<file path="src/rtl/led_seq_ctrl.sv">
// ---------------------------------------------------------------------------
// led_seq_ctrl
// Pattern sequencer for the 4-LED ring plus the centre "run" LED. A step-rate
// divider advances a one-hot pattern according to the current mode. Mode and
// speed changes arrive over a valid/ready command port. Every accepted command
// passes through a one-cycle APPLY state that restarts the pattern.
//
// Parameters
//   STEP_CYCLES : clk cycles per pattern step at speed 0
//   CNT_W       : divider width, must hold STEP_CYCLES-1
//
// Ports
//   clk        in   1  system clock
//   rst        in   1  synchronous active-high reset
//   cmd_valid  in   1  command present
//   cmd_ready  out  1  command can be accepted this cycle (registered)
//   cmd_mode   in   2  0=STOP 1=ROT_L 2=ROT_R 3=BOUNCE
//   cmd_speed  in   2  step period = STEP_CYCLES >> cmd_speed
//   leds       out  4  one-hot pattern (registered)
//   led_run    out  1  1 while mode != STOP (registered)
//   step       out  1  one-cycle pulse on every pattern advance (registered)
// ---------------------------------------------------------------------------
module led_seq_ctrl #(
    parameter int unsigned STEP_CYCLES = 12000000,
    parameter int unsigned CNT_W       = 24
) (
    input  logic       clk,
    input  logic       rst,
    input  logic       cmd_valid,
    output logic       cmd_ready,
    input  logic [1:0] cmd_mode,
    input  logic [1:0] cmd_speed,
    output logic [3:0] leds,
    output logic       led_run,
    output logic       step
);

    typedef enum logic [0:0] {
        ST_RUN   = 1'b0,
        ST_APPLY = 1'b1
    } state_t;

    localparam logic [1:0] MODE_STOP   = 2'd0;
    localparam logic [1:0] MODE_ROT_L  = 2'd1;
    localparam logic [1:0] MODE_ROT_R  = 2'd2;
    localparam logic [1:0] MODE_BOUNCE = 2'd3;

    // dir_r: 1'b0 = moving left (towards leds[3]), 1'b1 = moving right
    localparam logic DIR_LEFT  = 1'b0;
    localparam logic DIR_RIGHT = 1'b1;

    localparam logic [CNT_W-1:0] STEP_W  = CNT_W'(STEP_CYCLES);
    localparam logic [CNT_W-1:0] CNT_ONE = CNT_W'(1);

    // Next {dir, pattern} for one step of the given mode.
    function automatic logic [4:0] advance(input logic [1:0] mode,
                                           input logic       dir,
                                           input logic [3:0] pat);
        logic [4:0] res;
        res = {dir, pat};
        case (mode)
            MODE_ROT_L:  res = {dir, pat[2:0], pat[3]};
            MODE_ROT_R:  res = {dir, pat[0], pat[3:1]};
            MODE_BOUNCE: begin
                // End positions reflect instead of wrapping.
                if (dir == DIR_LEFT) begin
                    if (pat == 4'b1000) begin
                        res = {DIR_RIGHT, 4'b0100};
                    end else begin
                        res = {DIR_LEFT, pat[2:0], 1'b0};
                    end
                end else begin
                    if (pat == 4'b0001) begin
                        res = {DIR_LEFT, 4'b0010};
                    end else begin
                        res = {DIR_RIGHT, 1'b0, pat[3:1]};
                    end
                end
            end
            default:     res = {dir, pat};
        endcase
        return res;
    endfunction

    state_t           state_r, state_nxt_s;
    logic [1:0]       mode_r, mode_nxt_s;
    logic [1:0]       speed_r, speed_nxt_s;
    logic             dir_r, dir_nxt_s;
    logic [CNT_W-1:0] div_r, div_nxt_s;
    logic [3:0]       leds_r, leds_nxt_s;
    logic             step_r, step_nxt_s;
    logic             cmd_ready_r;
    logic             led_run_r;
    logic             hs_s;
    logic [CNT_W-1:0] limit_s;
    logic [4:0]       adv_s;

    assign hs_s    = cmd_valid & cmd_ready_r;
    assign limit_s = (STEP_W >> speed_r) - CNT_ONE;
    assign adv_s   = advance(mode_r, dir_r, leds_r);

    assign cmd_ready = cmd_ready_r;
    assign leds      = leds_r;
    assign led_run   = led_run_r;
    assign step      = step_r;

    // State register.
    always_ff @(posedge clk) begin
        if (rst) begin
            state_r <= ST_RUN;
        end else begin
            state_r <= state_nxt_s;
        end
    end

    // Next-state logic: a handshake in RUN enters APPLY for exactly one cycle.
    always_comb begin
        state_nxt_s = state_r;
        case (state_r)
            ST_RUN: begin
                if (hs_s) begin
                    state_nxt_s = ST_APPLY;
                end else begin
                    state_nxt_s = ST_RUN;
                end
            end
            ST_APPLY: state_nxt_s = ST_RUN;
            default:  state_nxt_s = ST_RUN;
        endcase
    end

    // Output/datapath next values: command latch, divider and pattern advance.
    always_comb begin
        mode_nxt_s  = mode_r;
        speed_nxt_s = speed_r;
        dir_nxt_s   = dir_r;
        div_nxt_s   = div_r;
        leds_nxt_s  = leds_r;
        step_nxt_s  = 1'b0;
        case (state_r)
            ST_RUN: begin
                if (hs_s) begin
                    // A command beats a coincident terminal count.
                    mode_nxt_s  = cmd_mode;
                    speed_nxt_s = cmd_speed;
                end else if (mode_r == MODE_STOP) begin
                    div_nxt_s = '0;
                end else if (div_r == limit_s) begin
                    div_nxt_s  = '0;
                    step_nxt_s = 1'b1;
                    dir_nxt_s  = adv_s[4];
                    leds_nxt_s = adv_s[3:0];
                end else begin
                    div_nxt_s = div_r + CNT_ONE;
                end
            end
            ST_APPLY: begin
                div_nxt_s  = '0;
                leds_nxt_s = 4'b0001;
                dir_nxt_s  = DIR_LEFT;
            end
            default: begin
                div_nxt_s  = '0;
                leds_nxt_s = 4'b0001;
                dir_nxt_s  = DIR_LEFT;
            end
        endcase
    end

    // Datapath and registered outputs.
    always_ff @(posedge clk) begin
        if (rst) begin
            mode_r      <= MODE_ROT_L;
            speed_r     <= 2'd0;
            dir_r       <= DIR_LEFT;
            div_r       <= '0;
            leds_r      <= 4'b0001;
            step_r      <= 1'b0;
            cmd_ready_r <= 1'b1;
            led_run_r   <= 1'b1;
        end else begin
            mode_r      <= mode_nxt_s;
            speed_r     <= speed_nxt_s;
            dir_r       <= dir_nxt_s;
            div_r       <= div_nxt_s;
            leds_r      <= leds_nxt_s;
            step_r      <= step_nxt_s;
            cmd_ready_r <= (state_nxt_s == ST_RUN);
            led_run_r   <= (mode_nxt_s != MODE_STOP);
        end
    end

endmodule

</file>
<file path="config.mk">
export PLATFORM = sky130hd
export DESIGN_NAME = led_seq_ctrl
export DESIGN_NICKNAME = d
export VERILOG_FILES = /design/src/rtl/led_seq_ctrl.sv
export SDC_FILE = /design/constraint.sdc
export NUM_CORES = 1
export LEC_CHECK = 0
export ABC_AREA = 1
export CAP_MARGIN = 0
export CORE_ASPECT_RATIO = 2
export CORE_MARGIN = 2
export CORE_UTILIZATION = 45
export CTS_CLUSTER_SIZE = 10
export DETAILED_ROUTE_END_ITERATION = 10
export PLACE_DENSITY = 0.65
export REMOVE_ABC_BUFFERS = 1
export SYNTH_ARGS = -nofsm -noshare
export SYNTH_HDL_FRONTEND = slang
export SYNTH_SLANG_ARGS = --single-unit
</file>
<file path="constraint.sdc">
create_clock -name clk -period 2.38 [get_ports clk]
set_clock_uncertainty 0.2 [all_clocks]
set_input_delay 0.238 -clock clk [delete_from_list [all_inputs] [get_ports clk]]
set_output_delay 0.238 -clock clk [all_outputs]
set_load 0.02 [all_outputs]
</file>
Word-level counts from Yosys, hierarchy flattened
Cells that the tools add are included.

word-level totals
  flip-flop bits (word level) = 37
  bits of input ports = 7
  output and inout port bits = 7
  word-level logic and storage cells = 55

cells by class
  $add $sub $neg = 2
  equal/unequal tests = 13
  shift operators = 1
  mux-type cells = 21
  bitwise gates (word level) = 3
  reductions and logical operators = 6

operators by type and width
  operator                                                count
  2-to-1 mux 24 bit                                       3
  one-hot mux 24 bit (2 select lines)                     1
  adder 24 x 1 -> 24 bit (second input constant)          1
  == test 24 bit                                          1
  >> shifter 24 x 2 -> 24 bit (first input constant)      1
  subtractor 24 x 1 -> 24 bit (second input constant)     1
  2-to-1 mux 5 bit                                        3
  one-hot mux 5 bit (3 select lines)                      1
  2-to-1 mux 4 bit                                        3
  inequality test 2 bit (second input constant)           5
  one-hot mux 4 bit (2 select lines)                      1
  AND reduction 6 bit                                     1
  2-to-1 mux 1 bit                                        5
  == test 2 bit (second input constant)                   2
  == test 4 x 1 -> 1 bit (second input constant)          1
  == test 4 bit (second input constant)                   1
  2-to-1 mux 2 bit                                        2
  inequality test 4 x 1 -> 1 bit (second input constant)  1
  one-hot mux 1 bit (2 select lines)                      2
  AND reduction 4 bit                                     1
  OR reduction 4 bit                                      1
  == test 2 x 1 -> 1 bit (second input constant)          1
  zero test 2 bit                                         1
  inequality test 2 x 1 -> 1 bit (second input constant)  1
  other kinds (4)                                         5

Logic depth before layout (Yosys ltp)
Gate-level depths: netlist of run 1.

  depth after elaboration = 8
  gate-level depth with buffers = 15
  gate-level depth less buffers = 15

Least setup slack after synthesis of run 1
No wires, ideal clock.

  kind = register -> register
  start point = register speed_r[1]
  end point = register div_r[4]
  library setup time = 127 ps
  arrival time = 1840 ps
  required time = 2053 ps
  setup slack = 213 ps
  cell stages (with the launch flop) = 13
  path buffers = 1
  period minus slack after synthesis = 2167 ps
  path through = dfxtp_1 -> inv_1 -> ha_1 -> or2_1 -> nand2_1 -> nand2_1 -> nand2_1 -> nand2_1 -> nor2_4 -> nand2_4 -> nand3_4 -> buf_12 -> o22ai_2

on the way
  longest elaborated chain between the ends = 7

RTL lines
  element                              RTL line  source
  from (decl)                          87        logic [1:0] speed_r, speed_nxt_s;
  from (signal assigned)               183       speed_r <= speed_nxt_s;
  >> shifter 24 x 2 -> 24 bit          99        assign limit_s = (STEP_W >> speed_r) - CNT_ONE;
  subtractor 24 x 1 -> 24 bit          99
  == test 24 bit                       148       end else if (div_r == limit_s) begin
  2-to-1 mux 24 bit                    148
  2-to-1 mux 24 bit                    146       end else if (mode_r == MODE_STOP) begin
  2-to-1 mux 24 bit                    142       if (hs_s) begin
  one-hot mux 24 bit (2 select lines)  140       case (state_r)
  to (signal assigned)                 185       div_r <= div_nxt_s;
  to (decl)                            89        logic [CNT_W-1:0] div_r, div_nxt_s;

No other way between the ends. The select of a mux whose other input is x is not followed.
A chain may end at the register's enable or synchronous reset.

Worst setup path in the final report of run 1
  start point = register speed_r[0]
  end point = register div_r[13]

Same word-level chain as after synthesis.

==> impl_metrics.ini, run 1 <==
[finish]
final_common_cell = nand2_1
final_cell_mix = nand2_1, inv_1, nor2_1
fin_nets = 405
fillCellCount = 563
area_growth_pct = 13.6
post-route-util = 0.526
diodes = 0
layout-drive-gt1-share = 0.130

[placement]
dpl_worst_slack_ns = 0.195
place_hpwl_um = 5320
gp_congestion = 0.930
port_buffers = 13

[timing]
clock.fmax_mhz = 455
slew_viol_final = 0
rsz0062_at_grt = false
tightestPinTransition_ns = 0.419
slew-limit-headroom = 0.719
report.final.hold_viol_count = 0
layout_setup_ws_ns = 0.180
period_share = 0.924
finalSetupTns_ns = 0
finalSetupViolations = 0
period_needed_ns = 2.20

[synthesis]
synth_area_per_cell_um2 = 6.86
ys_warn_count = 0
synth.distinct_cells = 32
synth_cells = 362
syn_area_um2 = 2480
ys_seq_area_frac = 0.298
synth_seq_cells = 37

[setup_path]
r2r_cells = 12
cp.arrival_ns = 2.25
crit_type = reg2reg
reg2reg_slack_ns = 0.18
critical_path.top_delay_family = simple AND/OR/NAND/NOR gates
critPathLaunchType = flip-flop
r2r_end = div_r[13]
crit_top_cell = nand2_1
cpPeakStageDelay_ns = 0.37
endpoint_kind = flip-flop
required_ns = 2.43
crit_buf_inv = 2
reg2reg_from = speed_r[0]
critPathSlowestCell = ha_1
setup.worst_path.start = speed_r[0]
cp_max_fo = 7
cp_cell_sequence = inv_1 -> ha_1 -> or2_1 -> nand3_1 -> nand2_1 -> nand2_1 -> nor2_4 -> nand2_4 -> inv_2 -> nor2_2 -> nand3_1 -> nand2_1

[drt]
drcViolationCount = 0
postRouteAntennaNets = 0
vias = 2308
routedWlPerCell_um = 15.0
avgViaCountPerCell = 5.17
drt-initial-drc-count = 78
wirelength_um = 6670
drt_pass1_iterations = 4

[clock_network]
cts_tree = done
cts_max_level = 2
cts_setup_buffers = 0
insertion_delay_ns = 0.31
post_cts_resized = 0
clock-sinks = 37
cts_hold_buf = 0
cts_made_buffers = 5
cts_max_path_buffers = 2
clkTransAtPathRegs_ns = 0.08
root_buffer = clkbuf_8

[global_routing]
antenna_found_initial = 0
grt_use_total = 0.235
grt_max_degree = 16
grt_pass1_wl_um = 10900
grt_pass1_vias = 2360
grt_overflow = 0

[hold_path]
timing.hold.worst_path_depth = 2
min_from = div_r[1]
hold_class = reg2reg
whs_endpoint = div_r[1]

[power]
total_power_mw = 1.46
p_leak_nw = 1.22
peakVddDrop_uv = 503
p_per_area_nw_per_um2 = 519

[floorplanning]
fp.dieW_um = 56.5
die_area_um2 = 6170
core_um2 = 5370
rows = 38
ioPinCount = 14
start_util = 0.463
die_h_um = 109

[outcome]
run_status = completed

[flow_run]
cap_viol_max_count = 0
registers in the layout, summed over array words and instances (netlist names):
name       cells
cmd_ready      1
dir_r          1
div_r         24
led_run        1
leds           4
mode_r         2
speed_r        2
state_r        1
step           1
report_power, final:
part | internal [mW] | switching (mW)
clock network | 0.314 | 0.255
registers | 0.637 | 0.0155
logic | 0.0980 | 0.146
total | 1.05 | 0.417
per-layer routing:
metal  vias up  GRT usage  routed length (um)
li1       1184          -                   -
met1      1051      0.194                2280
met2        41      0.458                3680
met3        32     0.0297                 129
met4         0      0.213                 577
met5         -          0                   0
how the worst max path moves through the flow:
stage,slack (ns),cells past startpoint,end
after floorplan,0.23,11,div_r[0]
after global placement,0.25,12,div_r[19]
after detailed placement,0.20,9,div_r[2]
after CTS,0.17,12,div_r[19]
after global routing,0.007,12,div_r[16]
final,0.18,12,div_r[13]
layout make-up:
type / count / area (um^2) / share of cell area
Multi-Input combinational cell: 265 / 1500 / 0.531
Sequential cell: 37 / 741 / 0.262
Inverter: 56 / 210 / 0.0744
Timing Repair Buffer: 20 / 183 / 0.0647
Tap cell: 60 / 75.1 / 0.0266
Clock buffer: 5 / 68.8 / 0.0244
Clock inverter: 3 / 46.3 / 0.0164
logic make-up (layout without fill, tap and decap cells):
group,after synthesis,count (layout),synth area share
AND/OR/NAND/NOR,192,192,0.353
AO/OA/AOI/OAI,42,42,0.121
XOR/XNOR,17,17,0.0599
adder cells (fa/ha/maj),13,13,0.0655
flip-flops,37,37,0.298
buffers and inverters,60,84,0.0982
multiplexers,1,1,0.00403
cell usage after synthesis:
library cell / instances / share of area
o21a_1: 1 / 0.0030
xnor2_1: 7 / 0.025
nor3_1: 6 / 0.012
inv_1: 53 / 0.080
clkbuf_1: 1 / 0.0015
nor2_4: 5 / 0.023
o21ai_0: 16 / 0.032
o2111ai_1: 1 / 0.0035
nand4_1: 6 / 0.015
o221ai_1: 1 / 0.0035
o21ai_1: 3 / 0.0060
inv_2: 3 / 0.0045
dfxtp_1: 37 / 0.30
ha_1: 13 / 0.065
nand3_1: 20 / 0.040
nor2_2: 5 / 0.013
nand2_1: 98 / 0.15
a21oi_1: 6 / 0.012
o22ai_1: 3 / 0.0076
buf_12: 1 / 0.0081
or2_1: 2 / 0.0050
a22oi_1: 1 / 0.0030
nor2_1: 38 / 0.057
or2_2: 2 / 0.0050
nand2_2: 6 / 0.015
nand3_4: 1 / 0.0071
mux2i_1: 1 / 0.0040
o22ai_2: 10 / 0.050
xor2_1: 10 / 0.035
buf_2: 2 / 0.0040
nand2_4: 1 / 0.0045
nand3_2: 2 / 0.0081
worst register-to-register path: stages (launching register included):
cell and delay, ns:
dfxtp_1 0.34, inv_1 0.09, ha_1 0.37, or2_1 0.24, nand3_1 0.07, nand2_1 0.05, nand2_1 0.10, nor2_4 0.06
nand2_4 0.09, inv_2 0.05, nor2_2 0.29, nand3_1 0.12, nand2_1 0.08
stage by stage:
step,std cells,hold slack (ns),instance area [um^2]
2_1_floorplan,358,0.151,2450
3_3_place_gp,438,0.274,2710
3_5_place_dp,438,0.274,2710
4_1_cts,446,0.288,2820
5_1_grt,446,0.324,2820
6_report,446,0.281,2820
Power figures use the tool's default switching activity.
==> run 2, diff against run 1 <==
CORE_ASPECT_RATIO = 1.1   (was 2)
CORE_UTILIZATION = 60   (was 45)
PLACE_DENSITY = 0.82   (was 0.65)
==> run 2 against run 1 <==
Final cell count fell by 2.5%. Flip-flop and latch count did not move. Highest routed layer unchanged. Critical path type unchanged. Non-clock buffer count is 3 lower. Critical path depth increased by 1. Register-to-register slack better by 0.02 ns. Setup slack improved by 0.018 ns. Maximum frequency grew 0.83%. Critical endpoint is now dir_r. Sequential share of layout area grew 0.24 points.
==> impl_metrics.ini, run 2 (same netlist as run 1, synthesis figures left out) <==
[timing]
clock.fmax_mhz = 458
finalSetupViolations = 0
tightestPinTransition_ns = 0.375
hold_ws_ns = 0.284
report.final.hold_viol_count = 0
slew_viol_final = 0
period_needed_ns = 2.18
rsz0062_at_grt = false
layout_setup_ws_ns = 0.199
period_share = 0.917
finalSetupTns_ns = 0
slew-limit-headroom = 0.748

[drt]
drt_pass1_iterations = 4
postRouteAntennaNets = 0
routedWlPerCell_um = 13.8
wirelength_um = 5990
drt-initial-drc-count = 144
vias = 2326
avgViaCountPerCell = 5.35
drcViolationCount = 0

[floorplanning]
core_um2 = 3960
fp.dieW_um = 65.4
ioPinCount = 14
rows = 24
die_area_um2 = 4670
die_h_um = 71.5
start_util = 0.627

[clock_network]
clkTransAtPathRegs_ns = 0.08
clock-sinks = 37
cts_max_path_buffers = 2
insertion_delay_ns = 0.30
root_buffer = clkbuf_8
cts_tree = done
cts_max_level = 2
cts_hold_buf = 0
cts_made_buffers = 5

[setup_path]
crit_buf_inv = 1
cp_max_fo = 5
r2r_end = dir_r
required_ns = 2.38
r2r_cells = 13
reg2reg_from = speed_r[0]
cp.arrival_ns = 2.18
endpoint_kind = flip-flop
critPathSlowestCell = dfxtp_2
cpPeakStageDelay_ns = 0.37
critPathLaunchType = flip-flop
crit_top_cell = nand2_1
crit_type = reg2reg
cp_cell_sequence = inv_1 -> ha_1 -> or2_1 -> nand2_1 -> nand2_1 -> nand2_1 -> nand2_1 -> nor2_4 -> nand2_4 -> nand2_1 -> nand3_1 -> nand2_1 -> nor2_1
critical_path.top_delay_family = simple AND/OR/NAND/NOR gates
reg2reg_slack_ns = 0.20

[finish]
top_register = div_r
final_cell_mix = nand2_1, inv_1, nor2_1
final_common_cell = nand2_1
post-route-util = 0.707
layout.cells.non_filler = 435
area_growth_pct = 12.8
finalInstanceArea_um2 = 2800
layout-drive-gt1-share = 0.125
fin_nets = 402
largest_register_ffs = 24
diodes = 0

[outcome]
run_status = completed

[global_routing]
antenna_found_initial = 0
grt_pass1_wl_um = 10000
grt_max_degree = 16
grt_use_total = 0.281
grt_pass1_vias = 2241
grt_overflow = 0

[hold_path]
whs_endpoint = div_r[1]
hold_class = reg2reg
min_from = div_r[1]
timing.hold.worst_path_depth = 2

[placement]
place_area_um2 = 2680
port_buffers = 13
dp.cells = 427
gp_congestion = 0.907
dpl_worst_slack_ns = 0.0730
place_hpwl_um = 4450

[power]
peakVddDrop_uv = 364
p_leak_nw = 1.21
p_per_area_nw_per_um2 = 528
total_power_mw = 1.48

[flow_run]
cap_viol_max_count = 0
## run 2: cell count changes in the layout (fill, tap and decap cells not counted)
cell	before	now
nor2_4	5	6
clkbuf_8	5	6
clkinv_4	1	0
dfxtp_1	37	36
dfxtp_2	0	1
nor2_2	5	4
buf_4	7	4
## run 2: report_power, final
part           total [mW]  internal [mW]  switching [mW]  leakage, nW
Clock               0.590          0.341           0.249       0.0574
Combinational       0.238         0.0932           0.145        0.849
Sequential          0.653          0.637          0.0154        0.301
Total                1.48           1.07           0.409         1.21
## run 2: how the worst max path moves through the flow
stage          startpoint        end  slack (ns)  depth (start not counted)
2_1_floorplan  speed_r[1]   div_r[0]        0.23                         11
3_5_place_dp   speed_r[0]  div_r[18]        0.07                         12
4_1_cts        speed_r[0]  div_r[18]        0.06                         12
3_3_place_gp   speed_r[0]  div_r[19]        0.18                         12
6_report       speed_r[0]      dir_r        0.20                         13
5_1_grt        speed_r[0]      dir_r        0.04                         13
## run 2: worst reg2reg max path: cells and delay by family, from the launching register on
kind / cells / cell delay [ns]
flip-flops: 1 / 0.37
buffers and inverters: 1 / 0.10
AND/OR/NAND/NOR: 11 / 1.03
adder cells (fa/ha/maj): 1 / 0.37
## run 2: area by class of cell
| type | instances | area (um^2) |
|---|---|---|
| inverter | 56 | 210 |
| tap | 52 | 65.1 |
| clock buffer | 6 | 82.6 |
| multi-input combinational | 265 | 1510 |
| fill | 330 | 1160 |
| timing repair buffer | 17 | 160 |
| clock inverter | 2 | 37.5 |
| sequential | 37 | 742 |
## run 2: routing by layer
metal | vias up | track usage | routed length (um)
met5 | - | 0 | 0
li1 | 1181 | - | -
met1 | 1039 | 0.345 | 2600
met2 | 86 | 0.455 | 2830
met4 | 0 | 0.150 | 200
met3 | 20 | 0.0659 | 357
## run 2: timing repair
action | in CTS | in global routing
setup endpoints to repair | 0 | 10
resized for setup | 0 | 2
buffers inserted | 0 | 0
==> run 3, diff against run 2 <==
==> constraint.sdc (replaced) <==
create_clock -name clk -period 2.38 [get_ports clk]
set_clock_uncertainty 0.2 [all_clocks]
set_input_delay 0.476 -clock clk [delete_from_list [all_inputs] [get_ports clk]]
set_output_delay 0.476 -clock clk [all_outputs]
set_load 0.02 [all_outputs]
==> run 3 against run 2 <==
Utilization increased by 0.82 points. Register-to-register slack lost 0.04 ns. Combinational power is 6% higher. Sequential power about the same. Power fell by 5.6%. Routed wire length decreased by 3.9%. Via count fell by 0.82%. Setup slack worse by 0.037 ns. Sequential share of layout area decreased by 0.35 points. Critical path depth decreased by 1. First-iteration DRC count shrank 6.3%. Largest cell class unchanged.
==> impl_metrics.ini, run 3 (same netlist as run 1, synthesis figures left out) <==
[outcome]
run_status = completed

[finish]
final_common_cell = nand2_1
layout-drive-gt1-share = 0.139
area_growth_pct = 14.1
diodes = 0
fin_nets = 408
final_cell_mix = nand2_1, inv_1, nor2_1
fillCellCount = 357
regArea_um2 = 741
top_register = div_r
post-route-util = 0.715
largest_register_ffs = 24
finalInstanceArea_um2 = 2840
multi_input_area_um2 = 1510

[clock_network]
cts_max_level = 2
clock-sinks = 37
cts_max_path_buffers = 2
clkTransAtPathRegs_ns = 0.08
cts_tree = done
root_buffer = clkbuf_8
cts_made_buffers = 5
insertion_delay_ns = 0.30

[global_routing]
antenna_found_initial = 0
grt_use_total = 0.273
grt_pass1_vias = 2186
grt_overflow = 0
grt_max_degree = 16
grt_pass1_wl_um = 9740

[setup_path]
cpPeakStageDelay_ns = 0.36
endpoint_kind = flip-flop
critPathLaunchType = flip-flop
critical_path.top_delay_family = simple AND/OR/NAND/NOR gates
cp.arrival_ns = 2.21
crit_type = reg2reg
required_ns = 2.37
crit_buf_inv = 4
crit_top_cell = buf_4
cp_cell_sequence = inv_1 -> buf_4 -> ha_1 -> o21ai_0 -> nand4_1 -> nor2_4 -> nand2_4 -> inv_2 -> nor2_2 -> buf_4 -> nand3_1 -> nand2_1
cp_max_fo = 7
critPathSlowestCell = dfxtp_1

[floorplanning]
ioPinCount = 14
die_area_um2 = 4670
die_h_um = 71.5
rows = 24
start_util = 0.627
fp.dieW_um = 65.4
core_um2 = 3960

[drt]
avgViaCountPerCell = 5.23
drcViolationCount = 0
drt_pass1_iterations = 4
vias = 2307
wirelength_um = 5760
routedWlPerCell_um = 13.1
postRouteAntennaNets = 0
drt-initial-drc-count = 135

[timing]
slew-limit-headroom = 0.714
slew_viol_final = 0
period_share = 0.932
report.final.hold_viol_count = 0
clock.fmax_mhz = 451
period_needed_ns = 2.22
tightestPinTransition_ns = 0.426
finalSetupTns_ns = 0
layout_setup_ws_ns = 0.162
finalSetupViolations = 0

[placement]
gp_congestion = 0.915
place_hpwl_um = 4450
dpl_worst_slack_ns = 0.134
port_buffers = 13
place_area_um2 = 2720

[power]
p_per_area_nw_per_um2 = 493
peakVddDrop_uv = 334
p_leak_nw = 1.23
total_power_mw = 1.40

[hold_path]
hold_class = reg2reg

[flow_run]
cap_viol_max_count = 0
## run 3: changes by cell type in the layout (fill, tap and decap cells not counted), sizes merged
cell / change
clkbuf: +1
clkinvlp: -1
bufinv: -1
clkinv: +1
buf: +6
## run 3: layout make-up
type,count,area share
inverters,56,0.0741
clock inverters,1,0.00177
multi-input cells,265,0.534
repair buffers,23,0.0724
flip-flops and latches,37,0.261
well taps,52,0.0229
clock buffers,7,0.0340
## run 3: worst paths after layout
kind              slack, ns         to  depth (start not counted)       start
setup / recovery       0.16  div_r[18]                         12  speed_r[0]
hold / removal         0.28   div_r[1]                          2    div_r[1]
setup reg to reg       0.16  div_r[18]                         12  speed_r[0]
hold reg to reg        0.28   div_r[1]                          2    div_r[1]
## run 3: what timing repair did
item / 4_1_cts / 5_1_grt
hold buffers: 0 / 0
setup endpoints to repair: 0 / 2
buffers inserted: 0 / 0
resized for setup: 0 / 1
## run 3: where the power goes
group	internal (mW)	switching [mW]	leakage, nW
Clock	0.262	0.230	0.0542
Combinational	0.107	0.146	0.879
Sequential	0.637	0.0153	0.301
Total	1.01	0.391	1.23
## run 3: metal layers
metal / up-vias / global-route usage / share of wire
met2: 66 / 0.466 / 0.50
met5: - / 0 / 0
li1: 1189 / - / -
met1: 1039 / 0.338 / 0.43
met4: 0 / 0.104 / 0.016
met3: 13 / 0.0549 / 0.054
## run 3: worst register-to-register path, cell delays in order, from the launching register on
cell and delay [ns]:
dfxtp_1 0.36, inv_1 0.09, buf_4 0.16, ha_1 0.24, o21ai_0 0.21, nand4_1 0.17
nor2_4 0.18, nand2_4 0.09, inv_2 0.07, nor2_2 0.03, buf_4 0.16, nand3_1 0.09
nand2_1 0.07
## run 3: per-stage QoR
step | instances | hold WS [ns]
finish | 441 | 0.284
global route | 441 | 0.322
CTS | 441 | 0.288
detailed placement | 433 | 0.274
global placement | 433 | 0.271
floorplan | 358 | 0.249
